[src/rtl/hr_pkg.sv]
// Shared encoding and defaults for the heart-rate measurement sequencer.
package hr_pkg;

  // Sequencer states
  localparam logic [2:0] ST_IDLE    = 3'd0;
  localparam logic [2:0] ST_CLEAR   = 3'd1;
  localparam logic [2:0] ST_COUNT   = 3'd2;
  localparam logic [2:0] ST_CAPTURE = 3'd3;
  localparam logic [2:0] ST_CHECK   = 3'd4;

  // Default sizing: 15 ticks at 1 Hz, x4 scaling gives beats per minute
  localparam int CW_DEF          = 8;
  localparam int WIN_TICKS_DEF   = 15;
  localparam int SCALE_SHIFT_DEF = 2;

  // Saturation value for the default bpm width
  localparam logic [CW_DEF-1:0] BPM_SAT_DEF = {CW_DEF{1'b1}};

  // Window counter width: enough bits for 0..ticks-1, never less than one
  function automatic int win_w(input int ticks);
    return (ticks > 1) ? $clog2(ticks) : 1;
  endfunction

endpackage

[src/rtl/hr_beat_sync.sv]
// Brings the asynchronous sensor pulse into the clk domain and emits a
// single-cycle pulse for each rising edge. A long high level counts once.
module hr_beat_sync (
  input  logic clk,
  input  logic rst,
  input  logic beat_in,
  output logic beat_pulse
);

  logic sync1_q, sync1_d;
  logic sync2_q, sync2_d;
  logic prev_q,  prev_d;

  // Next values of the synchronizer chain and the edge-history flop
  always_comb begin
    sync1_d = beat_in;
    sync2_d = sync1_q;
    prev_d  = sync2_q;
  end

  // Synchronizer and edge register, cleared asynchronously
  always_ff @(posedge clk or posedge rst) begin
    if (rst) begin
      sync1_q <= 1'b0;
      sync2_q <= 1'b0;
      prev_q  <= 1'b0;
    end else begin
      sync1_q <= sync1_d;
      sync2_q <= sync2_d;
      prev_q  <= prev_d;
    end
  end

  // Pulse is decoded from registers only, so it is glitch-free
  assign beat_pulse = sync2_q & ~prev_q;

endmodule

[src/rtl/hr_measure_ctrl.sv]
// Measurement sequencer: clear -> count -> capture -> compare, repeated until
// cls. Produces bpm from a fixed tick window and the over-threshold alarm.
module hr_measure_ctrl
  import hr_pkg::*;
#(
  parameter int WIN_TICKS   = WIN_TICKS_DEF,
  parameter int SCALE_SHIFT = SCALE_SHIFT_DEF,
  parameter int CW          = CW_DEF
) (
  input  logic          clk,
  input  logic          rst,
  input  logic          start,
  input  logic          cls,
  input  logic          tick,
  input  logic          beat_in,
  input  logic [CW-1:0] set_pulso,
  output logic          clear,
  output logic          en_count,
  output logic          en_cap,
  output logic [CW-1:0] bpm,
  output logic          alarm,
  output logic          busy
);

  localparam int WW = win_w(WIN_TICKS);
  localparam int BW = CW + SCALE_SHIFT;
  localparam logic [WW-1:0] WIN_LAST  = WW'(WIN_TICKS - 1);
  localparam logic [CW-1:0] CNT_MAX   = {CW{1'b1}};
  localparam logic [BW-1:0] BPM_SAT_W = BW'(CNT_MAX);

  logic [2:0]    state_q, state_d;
  logic [CW-1:0] beat_cnt_q, beat_cnt_d;
  logic [WW-1:0] win_cnt_q, win_cnt_d;
  logic [CW-1:0] bpm_q, bpm_d;
  logic          alarm_q, alarm_d;
  logic          beat_pulse;
  logic [BW-1:0] bpm_wide;

  hr_beat_sync u_beat_sync (
    .clk        (clk),
    .rst        (rst),
    .beat_in    (beat_in),
    .beat_pulse (beat_pulse)
  );

  // Scale at full width so overflow is visible before saturation
  assign bpm_wide = BW'(beat_cnt_q) << SCALE_SHIFT;

  // Next-state, counter and result logic; cls overrides every state
  always_comb begin
    state_d    = state_q;
    beat_cnt_d = beat_cnt_q;
    win_cnt_d  = win_cnt_q;
    bpm_d      = bpm_q;
    alarm_d    = alarm_q;
    case (state_q)
      ST_IDLE: begin
        if (start) state_d = ST_CLEAR;
      end
      ST_CLEAR: begin
        beat_cnt_d = '0;
        win_cnt_d  = '0;
        state_d    = ST_COUNT;
      end
      ST_COUNT: begin
        if (beat_pulse && (beat_cnt_q != CNT_MAX)) beat_cnt_d = beat_cnt_q + 1'b1;
        if (tick) begin
          if (win_cnt_q == WIN_LAST) state_d = ST_CAPTURE;
          else                       win_cnt_d = win_cnt_q + 1'b1;
        end
      end
      ST_CAPTURE: begin
        bpm_d   = (bpm_wide > BPM_SAT_W) ? CNT_MAX : bpm_wide[CW-1:0];
        state_d = ST_CHECK;
      end
      ST_CHECK: begin
        alarm_d = (bpm_q > set_pulso);
        state_d = ST_CLEAR;
      end
      default: state_d = ST_IDLE;
    endcase
    if (cls) begin
      state_d = ST_IDLE;
      bpm_d   = '0;
      alarm_d = 1'b0;
    end
  end

  // State and datapath registers
  always_ff @(posedge clk or posedge rst) begin
    if (rst) begin
      state_q    <= ST_IDLE;
      beat_cnt_q <= '0;
      win_cnt_q  <= '0;
      bpm_q      <= '0;
      alarm_q    <= 1'b0;
    end else begin
      state_q    <= state_d;
      beat_cnt_q <= beat_cnt_d;
      win_cnt_q  <= win_cnt_d;
      bpm_q      <= bpm_d;
      alarm_q    <= alarm_d;
    end
  end

  // Moore decodes of the state register
  assign clear    = (state_q == ST_CLEAR);
  assign en_count = (state_q == ST_COUNT);
  assign en_cap   = (state_q == ST_CAPTURE);
  assign busy     = (state_q != ST_IDLE);
  assign bpm      = bpm_q;
  assign alarm    = alarm_q;

endmodule

[config.mk]
export PLATFORM = sky130hd
export DESIGN_NAME = hr_measure_ctrl
export DESIGN_NICKNAME = d
export VERILOG_FILES = /design/src/rtl/hr_pkg.sv /design/src/rtl/hr_beat_sync.sv /design/src/rtl/hr_measure_ctrl.sv
export SDC_FILE = /design/constraint.sdc
export NUM_CORES = 1
export LEC_CHECK = 0
export ABC_CLOCK_PERIOD_IN_PS = 3700
export CAP_MARGIN = 20
export CORE_ASPECT_RATIO = 1.1
export CORE_MARGIN = 2
export CORE_UTILIZATION = 50
export CTS_CLUSTER_DIAMETER = 60
export DETAILED_ROUTE_END_ITERATION = 10
export GPL_TIMING_DRIVEN = 0
export HOLD_SLACK_MARGIN = 0.1
export PLACE_DENSITY = 0.77
export SLEW_MARGIN = 20
export SYNTH_ARGS = -nofsm -noshare
export SYNTH_HDL_FRONTEND = slang
export SYNTH_SLANG_ARGS = --single-unit
[constraint.sdc]
create_clock -name clk -period 3.7 [get_ports clk]
set_clock_uncertainty 0.05 [all_clocks]
set_input_delay 0.74 -clock clk [delete_from_list [all_inputs] [get_ports clk]]
set_output_delay 0.74 -clock clk [all_outputs]
set_load 0.01 [all_outputs]
# == Yosys cells after proc, flatten, opt, wreduce, memory -nomap -nowiden ==
# Cells that the tools add are included.
# word_totals
ff_bits,27
wordCells,50
# op_classes
n_lt_le_gt_ge,2
muxes,15
n_eq_ne,12
bitwise_logic,2
add_sub_neg,2
reduce_logical,9
# op_table
operator,count
8-bit 2-to-1 mux,4
8-bit case mux with 2 select lines,1
3-bit case mux with 5 select lines,1
3-bit 2-to-1 mux,4
"10-bit by 8-bit greater-than comparator with 1-bit output, second input constant",1
"8-bit by 1-bit adder with 8-bit output, second input constant",1
8-bit greater-than comparator,1
4-bit 2-to-1 mux,2
"8-bit inequality test, second input constant",1
4-bit case mux with 2 select lines,1
"3-bit by 2-bit == test with 1-bit output, second input constant",2
"3-bit inequality test, second input constant",2
3-bit AND reduction,2
2-bit nonzero test,3
"4-bit by 1-bit adder with 4-bit output, second input constant",1
"4-bit == test, second input constant",1
"2-bit inequality test, second input constant",2
"3-bit by 1-bit == test with 1-bit output, second input constant",1
"3-bit == test, second input constant",1
3-bit logical NOT,1
"3-bit by 2-bit inequality test with 1-bit output, second input constant",1
3-bit nonzero test,1
1-bit 2-to-1 mux,2
"2-bit by 1-bit inequality test with 1-bit output, second input constant",1
4 further kinds,4

# == Depth between registers and ports, before layout ==
# logic_depth
word_depth,5
ltp_mapped,7
depth_no_buf,6

# == Hierarchy ==
# A second synthesis with hierarchy kept.
# unflattened
hier_cells,157
area_unflattened_um2,1456.4
# by_module_without_submodules
module,cells_each,area_per_inst_um2,n_inst
hr_measure_ctrl,152,1363.8,1
hr_beat_sync,5,92.6,1

# == Worst setup path before layout ==
# OpenSTA, ideal clock, no wires.
# synth_path
path_kind,reg2out
startpoint,reg state_q[1]
endpoint,out en_cap
path_stages_with_launch,5
setup_slack_ns,1.794
arrival_time_ns,1.116
path_cell_list,dfrtp_1 -> nor2b_1 -> and2_1 -> clkbuf_1 -> buf_2
# synth_between
elab_chain_len,1
# synth_rtl
item,line_no,text
"start, declared",hr_measure_ctrl.sv:31,"logic [2:0] state_q, state_d;"
"start signal, assigned",hr_measure_ctrl.sv:98,state_q <= state_d;
3-bit by 2-bit == test with 1-bit output,hr_measure_ctrl.sv:109,assign en_cap = (state_q == ST_CAPTURE);
"end, declared",hr_measure_ctrl.sv:19,"output logic en_cap,"
# Every way passes these cells.

# == Worst setup path in the final report ==
# Same ends and word-level chain as after synthesis.

==> summary.txt <==
Run status
  • Outcome: completed

Synth
  • Mapped Avg Cell Area: 9.290 µm²
  • Flops & latches, synth: 26
  • XOR/XNOR Fraction of Synth Area: 1.849%
  • Mapped Cells: roughly 150
  • Synth Area in Simple Gates: between 20% and 30%
  • Synth Warn #: 0
  • Compound-Gate Fraction of Synth Area: between 10% and 20%
  • Seq/Total Area, Yosys: 45.77%
  • Post-synthesis mux area share: less than 1%
  • Post-synth top cells: dfrtp_1, nor2_1, inv_1
  • Share of async-settable or async-resettable flops after synthesis: 100.0%
  • Synth area leaders: dfrtp_1, ha_1, nor2_1
  • Area fraction of the dominant cell type after synthesis: 45.77%
  • Yosys cell types: 34
  • Synth Flop Type: dfrtp_1
  • Largest family of logic cells by synthesized area: simple AND/OR/NAND/NOR gates
  • Post-synth EDFFs: 0
  • Synthesized area: roughly 0.0014 mm²
  • Adder-cell share of the synthesized area: approximately 9.7%
  • Top-count cell post-synth: dfrtp_1
  • Largest area contributor in the synthesized netlist: dfrtp_1
  • Mapped Nets: around 180

Route
  • Antenna-violating nets left: 0
  • Via count: ~1200
  • Initial drt markers: 31
  • WL/cell: 13.66 µm
  • DRC viols: 0
  • Final wirelength: 2937 µm
  • Initial DRT Pass Iterations: 4
  • Vias/cell: 5.637

Job
  • Maxcap violations: 0

Worst hold path
  • Hold crit path type: reg2reg
  • Hold_sp: u_beat_sync.sync1_q
  • Hold EP: u_beat_sync.prev_d
  • Hold Crit Depth: 0

Setup path
  • Worst path max stage delay: 560 ps
  • Req. time, crit path: about 2900 ps
  • CP max stage cell: clkdlybuf4s50_1
  • Critical Path Start: state_q[1]
  • Startpoint Class: register
  • CP delay by family, top: buffers and inverters
  • Nature of the critical path endpoint: output port
  • Critical path arrival: 2220 ps
  • Worst r2r path cells: 7
  • Worst path cell trace: nor2b_1 -> and2_1 -> clkbuf_1 -> buf_2 -> clkdlybuf4s50_1
  • Critical path depth: 5
  • RR Startpoint: beat_cnt_q[0]
  • Critical path buffer and inverter count: 3
  • Setup CP Type: reg2out
  • CP Max Fanout: 10
  • RR Endpoint: beat_cnt_q[6]
  • R2R Setup Slk: 1720 ps

Floorplan
  • Rows: 20
  • Core footprint: about 0.0027 mm²
  • I/O pin cnt: 27
  • Die H: around 60 µm
  • Die Area: approximately 0.0033 mm²
  • Starting Density: between 50 and 60%
  • Horiz. Die Dim: roughly 55 µm

Pwr
  • Clk pwr share: 21.8%
  • Int Power: ~390 µW
  • Tot Pwr: about 530 µW
  • Part of the power in registers: about three fifths
  • Switch share: between 20% and 30%
  • Comb pwr share: 18.6%
  • Leak: between 0.8 and 0.9 nW
  • Max VDD drop: around 250 µV
  • Switching pwr: 139.9 µW
  • Power Density: 301.1 mW/mm²

Clock network
  • H-tree Lvls: 1
  • Setup Fix Bufs, Post-CTS: 0
  • Cts repair resizes: 0
  • CTS tree: done
  • Clock sink total: 26
  • Inserted Clock Buffers: 3
  • Clock Tree Buf Depth: 2
  • Clk slew on worst S/H paths: ~130 ps
  • Worst skew pair latency: about 310 ps
  • Root buffer cell: clkbuf_4
  • CTS Hold Buffers Added: 0

STA
  • Fin. max-slew vios: 0
  • Final setup vio count: 0
  • Min Tclk post-route: ~3000 ps
  • Slew @ Worst Pin: 923.3 ps
  • Final hold vios: 0
  • RSZ-0062 raised after global routing: false
  • Max Fclk: around 330 MHz
  • Setup TNS: 0 ps
  • Slew headroom: 38.07%
  • Period Utilization, post-route: 81.38%

Global routing
  • Largest net degree at the start of global routing: 27
  • First-pass GRT wire length: 4643 µm
  • Grt ovf: 0
  • Initial antenna violation count: 0
  • GRT Total Usage: about 20%
  • Vias in the first global route: between 1000 and 1500

Placement
  • Final Wtd Congestion: ~0.77
  • PortBufs: 26
  • Placed Area: around 0.0017 mm²
  • DP HPWL: 2283 µm

Final layout
  • Number of diodes: 0
  • Register area: ~650 µm²
  • Area Growth Syn to Fin: 22.80%
  • Final nets: ~210
  • Design area: 0.001745 mm²
  • Multi-input gate area: between 600 and 700 µm²
  • Layout cell share with drive strength beyond 1: just over 6%
  • Layout fillers: roughly 230
[layout make-up]
class / instances / area share, %
multi-input combinational: 106 / 38.42
sequential: 26 / 37.28
timing repair buffer: 26 / 14.91
buffer: 8 / 2.939
inverter: 13 / 2.796
tap: 33 / 2.366
clock buffer: 3 / 1.290
[power groups by stage]
stage / clock network (mW) / registers, mW / logic [mW]
6_report: 0.115 / 0.313 / 0.0979
5_1_grt: 0.125 / 0.314 / 0.111
3_5_place_dp: 0 / 0.318 / 0.0984
2_1_floorplan: 0 / 0.315 / 0.0578
3_3_place_gp: 0 / 0.317 / 0.0942
4_1_cts: 0.117 / 0.313 / 0.0991
[registers in the layout (all words and copies together) (netlist names)]
name and cells:
bpm 7, beat_cnt_q 8, u_beat_sync.prev_d 1, win_cnt_q 4
alarm 1, u_beat_sync.prev_q 1, state_q 3, u_beat_sync.sync1_q 1
[worst reg2reg max path, cell delays in order (launching register included)]
cell and delay [ps]:
dfrtp_1 410, ha_1 200, nand3_1 180, o311a_1 410, buf_6 140, or2_1 210
buf_6 130, a31oi_1 170
[worst max-delay path by stage]
| stage | end |
|---|---|
| floorplan | en_cap |
| global placement | en_cap |
| detailed placement | en_cap |
| CTS | en_cap |
| global route | en_cap |
| finish | en_cap |
[logic make-up after synthesis]
| family | count (synthesis) |
|---|---|
| flip-flops | 26 |
| multiplexers | 1 |
| AO/OA/AOI/OAI | 30 |
| XOR/XNOR | 3 |
| AND/OR/NAND/NOR | 61 |
| adder cells (fa/ha/maj) | 11 |
| buffers and inverters | 21 |
[cells in the final DEF, fill, tap and decap left out, types with 3 or more instances in the layout]
cell             instances
nand3_1                  7
and3_1                   3
a21oi_1                  8
nor2b_1                  3
a211oi_1                 7
clkdlybuf4s50_1         26
ha_1                    11
nor2_1                  20
a31oi_1                  5
clkbuf_4                 3
o21ai_0                  5
dfrtp_1                 26
nand2b_1                 3
clkbuf_1                 3
inv_1                   12
nand2_1                  9
nand4_1                  5
[through the flow]
stage | setup slack, ps | hold slack (ps) | std cells | util (%)
floorplan | 1794 | 281.2 | 153 | -
global placement | 1094 | 295.9 | 212 | 63.17
detailed placement | 1053 | 291.2 | 212 | 63.17
CTS | 689.0 | 320.0 | 215 | 63.99
global route | 518.9 | 322.6 | 215 | 63.99
finish | 689.1 | 317.2 | 215 | 63.99
[metal layers]
layer / global-route usage (%) / vias to the layer above / part of all wire, %
li1: - / 586 / -
met2: 35.88 / 38 / 51
met3: 2.500 / 5 / 4.6
met4: 7.857 / 0 / 1.2
met1: 22.04 / 583 / 43
met5: 0 / - / 0
(Power assumes the default switching activity.)
